## src/rtl/lpc_io_decode.sv

```systemverilog
// -----------------------------------------------------------------------------
// lpc_io_decode
//   LPC I/O target that decodes a 32-byte I/O window at BASE_ADDR and turns
//   LPC I/O read/write cycles into a simple register interface.
//
// Parameters
//   BASE_ADDR   I/O base of the 32-byte window (BASE_ADDR[4:0] must be 0)
//
// Ports
//   LpcClock    33 MHz LPC clock, rising edge
//   PciReset    asynchronous active-low reset
//   LpcFrame_N  LFRAME#, active low
//   LadIn       sampled LAD[3:0]
//   RdData      register read data for the current Addr
//   LadOut      registered LAD drive value
//   LadOe       registered LAD output enable, active high
//   Addr        register offset {3'b000, IOaddr[4:0]}
//   Wr          one-clock register write strobe (SYNC clock of a write)
//   DataWrSW    register write data
//
// Build option
//   LPC_SYNC_WAIT_EN  reads insert one short-wait SYNC (4'h5) before SYNC 4'h0
// -----------------------------------------------------------------------------
module lpc_io_decode #(
    parameter logic [15:0] BASE_ADDR = 16'h0800
) (
    input  logic       LpcClock,
    input  logic       PciReset,
    input  logic       LpcFrame_N,
    input  logic [3:0] LadIn,
    input  logic [7:0] RdData,
    output logic [3:0] LadOut,
    output logic       LadOe,
    output logic [7:0] Addr,
    output logic       Wr,
    output logic [7:0] DataWrSW
);

    typedef enum logic [3:0] {
        IDLE,
        CYCTYPE,
        ADDR0,
        ADDR1,
        ADDR2,
        ADDR3,
        WDATA0,
        WDATA1,
        HTAR0,
        HTAR1,
        SYNCWAIT,
        SYNC,
        RDATA0,
        RDATA1,
        PTAR0,
        PTAR1
    } state_t;

    state_t      state;
    state_t      nextState;
    logic [11:0] addrShift;
    logic        isWrite;
    logic [7:0]  rdLatch;
    logic [15:0] fullAddr;
    logic        addrHit;
    logic [3:0]  ladOutNext;
    logic        ladOeNext;
    logic        wrNext;

    // The last address nibble is still on LadIn while in ADDR3.
    always_comb begin
        fullAddr = {addrShift, LadIn};
        addrHit  = (fullAddr[15:5] == BASE_ADDR[15:5]);
    end

    // LAD outputs are registered, so they are derived from the state being
    // entered rather than the current one.
    always_comb begin
        nextState  = state;
        ladOutNext = 4'hF;
        ladOeNext  = 1'b0;
        wrNext     = 1'b0;

        if (state != IDLE && !LpcFrame_N) begin
            // Abort: behaves exactly like a START seen from IDLE.
            nextState = (LadIn == 4'h0) ? CYCTYPE : IDLE;
        end else begin
            case (state)
                IDLE:     if (!LpcFrame_N && LadIn == 4'h0) nextState = CYCTYPE;
                CYCTYPE:  nextState = (LadIn[3:2] == 2'b00) ? ADDR0 : IDLE;
                ADDR0:    nextState = ADDR1;
                ADDR1:    nextState = ADDR2;
                ADDR2:    nextState = ADDR3;
                ADDR3: begin
                    if (!addrHit)     nextState = IDLE;
                    else if (isWrite) nextState = WDATA0;
                    else              nextState = HTAR0;
                end
                WDATA0:   nextState = WDATA1;
                WDATA1:   nextState = HTAR0;
                HTAR0:    nextState = HTAR1;
`ifdef LPC_SYNC_WAIT_EN
                HTAR1:    nextState = isWrite ? SYNC : SYNCWAIT;
`else
                HTAR1:    nextState = SYNC;
`endif
                SYNCWAIT: nextState = SYNC;
                SYNC:     nextState = isWrite ? PTAR0 : RDATA0;
                RDATA0:   nextState = RDATA1;
                RDATA1:   nextState = PTAR0;
                PTAR0:    nextState = PTAR1;
                PTAR1:    nextState = IDLE;
                default:  nextState = IDLE;
            endcase
        end

        case (nextState)
            SYNCWAIT: begin ladOutNext = 4'h5;         ladOeNext = 1'b1; end
            SYNC:     begin ladOutNext = 4'h0;         ladOeNext = 1'b1; wrNext = isWrite; end
            RDATA0:   begin ladOutNext = rdLatch[3:0]; ladOeNext = 1'b1; end
            RDATA1:   begin ladOutNext = rdLatch[7:4]; ladOeNext = 1'b1; end
            PTAR0:    begin ladOutNext = 4'hF;         ladOeNext = 1'b1; end
            default:  begin ladOutNext = 4'hF;         ladOeNext = 1'b0; end
        endcase
    end

    always_ff @(posedge LpcClock or negedge PciReset) begin
        if (!PciReset) begin
            state  <= IDLE;
            LadOut <= 4'hF;
            LadOe  <= 1'b0;
            Wr     <= 1'b0;
        end else begin
            state  <= nextState;
            LadOut <= ladOutNext;
            LadOe  <= ladOeNext;
            Wr     <= wrNext;
        end
    end

    always_ff @(posedge LpcClock or negedge PciReset) begin
        if (!PciReset) begin
            addrShift <= '0;
            isWrite   <= 1'b0;
            Addr      <= '0;
            DataWrSW  <= '0;
            rdLatch   <= '0;
        end else begin
            if (state == CYCTYPE) isWrite <= LadIn[1];

            if (state == ADDR0 || state == ADDR1 || state == ADDR2)
                addrShift <= {addrShift[7:0], LadIn};

            if (state == ADDR3 && (nextState == WDATA0 || nextState == HTAR0))
                Addr <= {3'b000, fullAddr[4:0]};

            if (state == WDATA0 && nextState == WDATA1) DataWrSW[3:0] <= LadIn;
            if (state == WDATA1 && nextState == HTAR0)  DataWrSW[7:4] <= LadIn;

            // Latch on entry to the 4'h0 SYNC so RDATA can drive it next clock.
            if (nextState == SYNC && state != SYNC && !isWrite)
                rdLatch <= RdData;
        end
    end

endmodule

```

## config.mk

```make
export PLATFORM = sky130hd
export DESIGN_NAME = lpc_io_decode
export DESIGN_NICKNAME = d
export VERILOG_FILES = /design/src/rtl/lpc_io_decode.sv
export SDC_FILE = /design/constraint.sdc
export NUM_CORES = 1
export LEC_CHECK = 0
export CORE_MARGIN = 4
export CORE_UTILIZATION = 25
export DETAILED_ROUTE_END_ITERATION = 6
export PLACE_DENSITY_LB_ADDON = 0.15
export SLEW_MARGIN = 10
export SYNTH_ARGS = -nofsm -noshare
export SYNTH_HDL_FRONTEND = slang
export SYNTH_SLANG_ARGS = --single-unit
```

## constraint.sdc

```tcl
create_clock -name LpcClock -period 5.2 [get_ports LpcClock]
set_clock_uncertainty 0.15 [all_clocks]
set_input_delay 0.78 -clock LpcClock [delete_from_list [all_inputs] [get_ports LpcClock]]
set_output_delay 0.78 -clock LpcClock [all_outputs]
set_load 0.005 [all_outputs]
```

Yosys cells after proc, flatten, opt, wreduce, memory -nomap -nowiden

Cells that the tools add are included.

Register bits: 44
Latch bits: 0
Memory bits (writable): 0
ROM bits: 0
Input port bits: 15
Output and inout port bits: 22
Logic and storage cells: 64
Memories: 0

Add/subtract/negate cells: 0
Multiply operators: 0
Div/mod/pow operators: 0
$lt $le $gt $ge: 0
Eq/ne operators: 25
Shift-type cells: 0
Muxes and demuxes: 11
Bitwise gates (word level): 0
Reduce and logical (&&, ||, !) cells: 18

Operators by type and width:

| cell                | number |
|---|---|
| $pmux 4 s15         | 1 |
| $eq 4x4->1 const B  | 14 |
| $eq 4x3->1 const B  | 6 |
| $mux 4              | 4 |
| $pmux 4 s4          | 1 |
| $eq 11x7->1 const B | 1 |
| $eq 4x2->1 const B  | 2 |
| $logic_not 4->1     | 2 |
| $logic_and 1x1->1   | 7 |
| $reduce_or 5->1     | 1 |
| $eq 4x1->1 const B  | 1 |
| $mux 2              | 2 |
| $ne 4x4->1 const B  | 1 |
| $reduce_bool 4->1   | 1 |
| $logic_or 1x1->1    | 3 |
| $mux 1              | 3 |
| $logic_not 1->1     | 2 |
| $logic_not 2->1     | 1 |
| $reduce_or 2->1     | 1 |

Depth between registers and ports, before layout

Depth in word-level cells: 8
Gate-level depth with buffers: 7
Gate-level depth less buffers: 5

Least setup slack after synthesis

No wires, ideal clock.

Path kind: input port to flip-flop
From: input LadIn[3]
To: register rdLatch[0]
Library setup time: 125 ps
Arrival: 2088 ps
Required time: 4925 ps
Path slack: 2837 ps
Cell stages on the path: 6
Path buffers: 1
Path through: nor2_1 > o21bai_1 > a211o_1 > or3_1 > buf_6 > mux2_4

Longest elaborated chain between the ends: 8
Elaborated cells between the ends (all ways): 11
Those cells by class: eq/ne: 1; mux: 5; reduce/logical: 5

Ends and longest elaborated chain:

| element                            | RTL line | text |
|---|---|---|
| from (decl)                        | 30       | `input logic [3:0] LadIn,` |
| $logic_not 4->1                    | 85, 88   |  |
| $logic_and 1x1->1                  | 88       | `IDLE: if (!LpcFrame_N && LadIn == 4'h0) nextState = CYCTYPE;` |
| $mux 4                             | 88       |  |
| $pmux 4 s15                        | 87       | `case (state)` |
| $mux 4 (*)                         | 83       | `if (state != IDLE && !LpcFrame_N) begin` |
| $eq 4x4->1 (*)                     | 160      | `if (nextState == SYNC && state != SYNC && !isWrite)` |
| $logic_and 1x1->1 (*) (2 in a row) | 160      |  |
| to (signal assigned)               | 161      | `rdLatch <= RdData;` |
| to (decl)                          | 62       | `logic [7:0] rdLatch;` |

Mark *: on every way between the ends. The rest lies on a longest branch, timed or not.
A chain may end at the register's enable or synchronous reset.

Final worst setup path

From: input LadIn[3]
To: register rdLatch[4]

Same word-level chain as after synthesis.

==> flow_summary_export.csv <==
group,metric,value,unit
clock_tree,postCtsSetupRepairBufs,0,
global_route,globalRouteTotalUtil,0.0953,
pwr,ir_drop,0.131,mV
floorplan,dieArea,9410,um2
clock_tree,ctsHoldBuffers,0,
critical_path,cp_cell_sequence,"clkdlybuf4s50_1 -> nor2_1 -> o21bai_1 -> a211o_1 -> or3_1 -> mux2_4",
clock_tree,clock_path_buffers,2,
floorplan,io-pin-count,37,
critical_path,max_stage_delay,0.57,ns
clock_tree,clockRootBuffer,"clkbuf_8",
sta,fin_tns_setup,0,ns
global_route,grt_pass1_vias,1355,
floorplan,core,7730,um2
status,status,"complete, no violations",
floorplan,start_util,0.256,
finish,n_antenna_cell,0,
finish,seqCellArea,1110,um2
synth,yosys_warnings,0,
critical_path,start_kind,"input pin",
routing,wl,4290,um
sta,slew_headroom,0.353,
finish,area_growth,25.8,%
sta,period_minus_slack,2.86,ns
synth,synth_cell_type_count,37,
pwr,p_per_area,257,nW/um2
routing,first_pass_iters,4,
routing,wire_per_inst,14.7,um
finish,layoutNonFillerInstCount,292,
floorplan,num_rows,32,
place,place_inst,284,
critical_path,critical_path_class,"input pin to flop",
finish,num-nets-final,204,
sta,clock.fmax,349,MHz
hold_path,holdPathStages,1,
sta,rsz0062_at_grt,"no",
sta,finalHoldViolations,0,
critical_path,r2r_cells,5,
finish,final_util,0.323,
critical_path,crit_family,"simple AND/OR/NAND/NOR gates",
finish,multi_input_area,822,um2
clock_tree,clk_pin_slew,0.08,ns
sta,max_slew.worst_pin.slew,0.967,ns
synth,yosysSeqAreaShare,0.558,
place,io_buffer_count,33,
global_route,grt_max_degree,45,
global_route,grt_overflow,0,
finish,drive_above_1_share,0.242,
clock_tree,numCtsBuffers,5,
place,place_ws,2.02,ns
sta,final_max_slew_viol_count,0,
synth,synthCells,156,
global_route,antenna_found_initial,0,
clock_tree,h-tree-depth,2,
synth,synthesis.area,1980,um2
critical_path,path_buf_inv,1,
critical_path,critPathSlowestCell,"or3_1",
sta,setup_ws,2.34,ns
sta,setup-violations-final,0,
place,hpwl,3100,um
routing,num_vias,1325,
pwr,leakage,1.11,nW
critical_path,crit_path_end_kind,"flop",
routing,drc,0,
job,cap_violations,0,
sta,timing.final.crit_share,0.551,
critical_path,arrival,2.89,ns
routing,ant_nets,0,
routing,drt_iter0_markers,54,
clock_tree,clk_latency,0.29,ns
hold_path,hold_path_class,"flop to flop",
critical_path,cp_data_required_time,5.22,ns
routing,vias_per_cell,4.54,
clock_tree,postCtsResizedCells,0,
finish,fill_cells,777,
clock_tree,cts_sinks,44,
place,place_congestion,0.749,
global_route,grt_pass1_wl,7160,um
floorplan,die_h,97.0,um
floorplan,fp.dieW,97.0,um
synth,avgSynthCellArea,12.7,um2
clock_tree,tritoncts,"built",
synth,ys_seq_elements,44,
critical_path,worst-path-max-fanout,8,
critical_path,crit_cells,6,
flip-flops by register name (all words and copies together) (netlist names):
signal,cells
Addr,5
DataWrSW,8
LadOe,1
LadOut,4
Wr,1
addrShift,12
isWrite,1
rdLatch,8
state,4
area by class of cell:
type / instances / area share
tap: 102 / 0.0512
inverter: 1 / 0.00151
clock buffer: 6 / 0.0291
timing repair buffer: 33 / 0.131
multi-input combinational: 104 / 0.330
sequential: 44 / 0.444
clock inverter: 2 / 0.0141
cell families (layout without fill, tap and decap cells):
family | after synthesis | count (layout) | share of synthesized area
flops | 44 | 44 | 0.558
simple gates | 39 | 39 | 0.100
mux | 35 | 35 | 0.214
compound gates | 26 | 26 | 0.0910
buf+inv | 10 | 42 | 0.0303
other cells | 1 | 3 | 0.00189
xor+xnor | 1 | 1 | 0.00442
synth_stat cells:
cell type  number  area, um2
nand3_1         1       5.00
nand4_1         1       6.26
buf_2           3       15.0
mux2i_1         1       10.0
a31oi_1         1       6.26
buf_4           3       22.5
or3_1           1       6.26
nand2_1         8       30.0
nand3b_1        1       7.51
and2_1          1       6.26
buf_1           1       3.75
nand2b_1        3       18.8
mux2_2         26        293
o21ai_0         5       25.0
dfstp_2         4        105
dfrtp_1        40       1000
xnor2_1         1       8.76
o311ai_1        1       8.76
buf_6           1       11.3
nor2_1         12       45.0
clkbuf_1        1       3.75
nor3_1          5       25.0
a22o_1          5       43.8
and4_1          1       8.76
a21o_1          4       30.0
inv_1           1       3.75
nor4b_1         3       26.3
a21oi_1         5       25.0
mux2_4          8        120
o41ai_1         1       8.76
conb_1          1       3.75
o21bai_1        1       7.51
o31a_1          1       8.76
o21a_1          1       7.51
a211o_1         1       8.76
nor4_1          1       6.26
nor3b_1         1       7.51
path summary, 6_finish.rpt:
check                      startpoint           end  slack (ns)
setup / recovery             LadIn[3]    rdLatch[4]        2.34
hold / removal                Addr[4]       Addr[4]        0.37
setup reg to reg             state[1]    rdLatch[4]        2.69
hold reg to reg               Addr[4]       Addr[4]        0.37
max in group asynchronous    PciReset    rdLatch[0]        3.82
min in group asynchronous    PciReset  addrShift[0]        0.48
metal layers:
| metal | track usage | part of all wire | up-vias |
|---|---|---|---|
| li1 | - | - | 623 |
| met1 | 0.130 | 0.48 | 659 |
| met2 | 0.138 | 0.46 | 35 |
| met3 | 0.0267 | 0.041 | 8 |
| met4 | 0.0464 | 0.021 | 0 |
| met5 | 0 | 0 | - |
layout by cell type (no fill, tap or decap), drive strengths merged:
master         Yosys  final
and4               1      1
buf                8      1
o311ai             1      1
nand3b             1      1
nand2b             3      3
clkinv             0      1
conb               1      3
bufinv             0      1
clkdlybuf4s50      0     32
xnor2              1      1
nor3b              1      1
nor2              12     12
a31oi              1      1
dfstp              4      4
a21oi              5      5
clkbuf             1      6
mux2i              1      1
nand3              1      1
inv                1      1
o31a               1      1
nand2              8      8
dfrtp             40     40
nand4              1      1
o21ai              5      5
a211o              1      1
o41ai              1      1
o21bai             1      1
or3                1      1
a21o               4      4
mux2              34     34
o21a               1      1
and2               1      1
a22o               5      5
nor3               5      5
nor4b              3      3
nor4               1      1
power by group:
group          leakage, nW  switching [mW]  internal [mW]
clock               0.0552           0.112          0.143
sequential           0.591         0.00527          0.347
combinational        0.468          0.0154         0.0169
stage by stage:
stage	total power, mW	hold WS (ns)	cell area, um2
after floorplan	0.370	0.332	1990
after global placement	0.391	0.344	2380
after detailed placement	0.392	0.348	2380
after CTS	0.650	0.371	2490
after global routing	0.670	0.381	2490
final	0.640	0.366	2490
(Power assumes the default switching activity.)
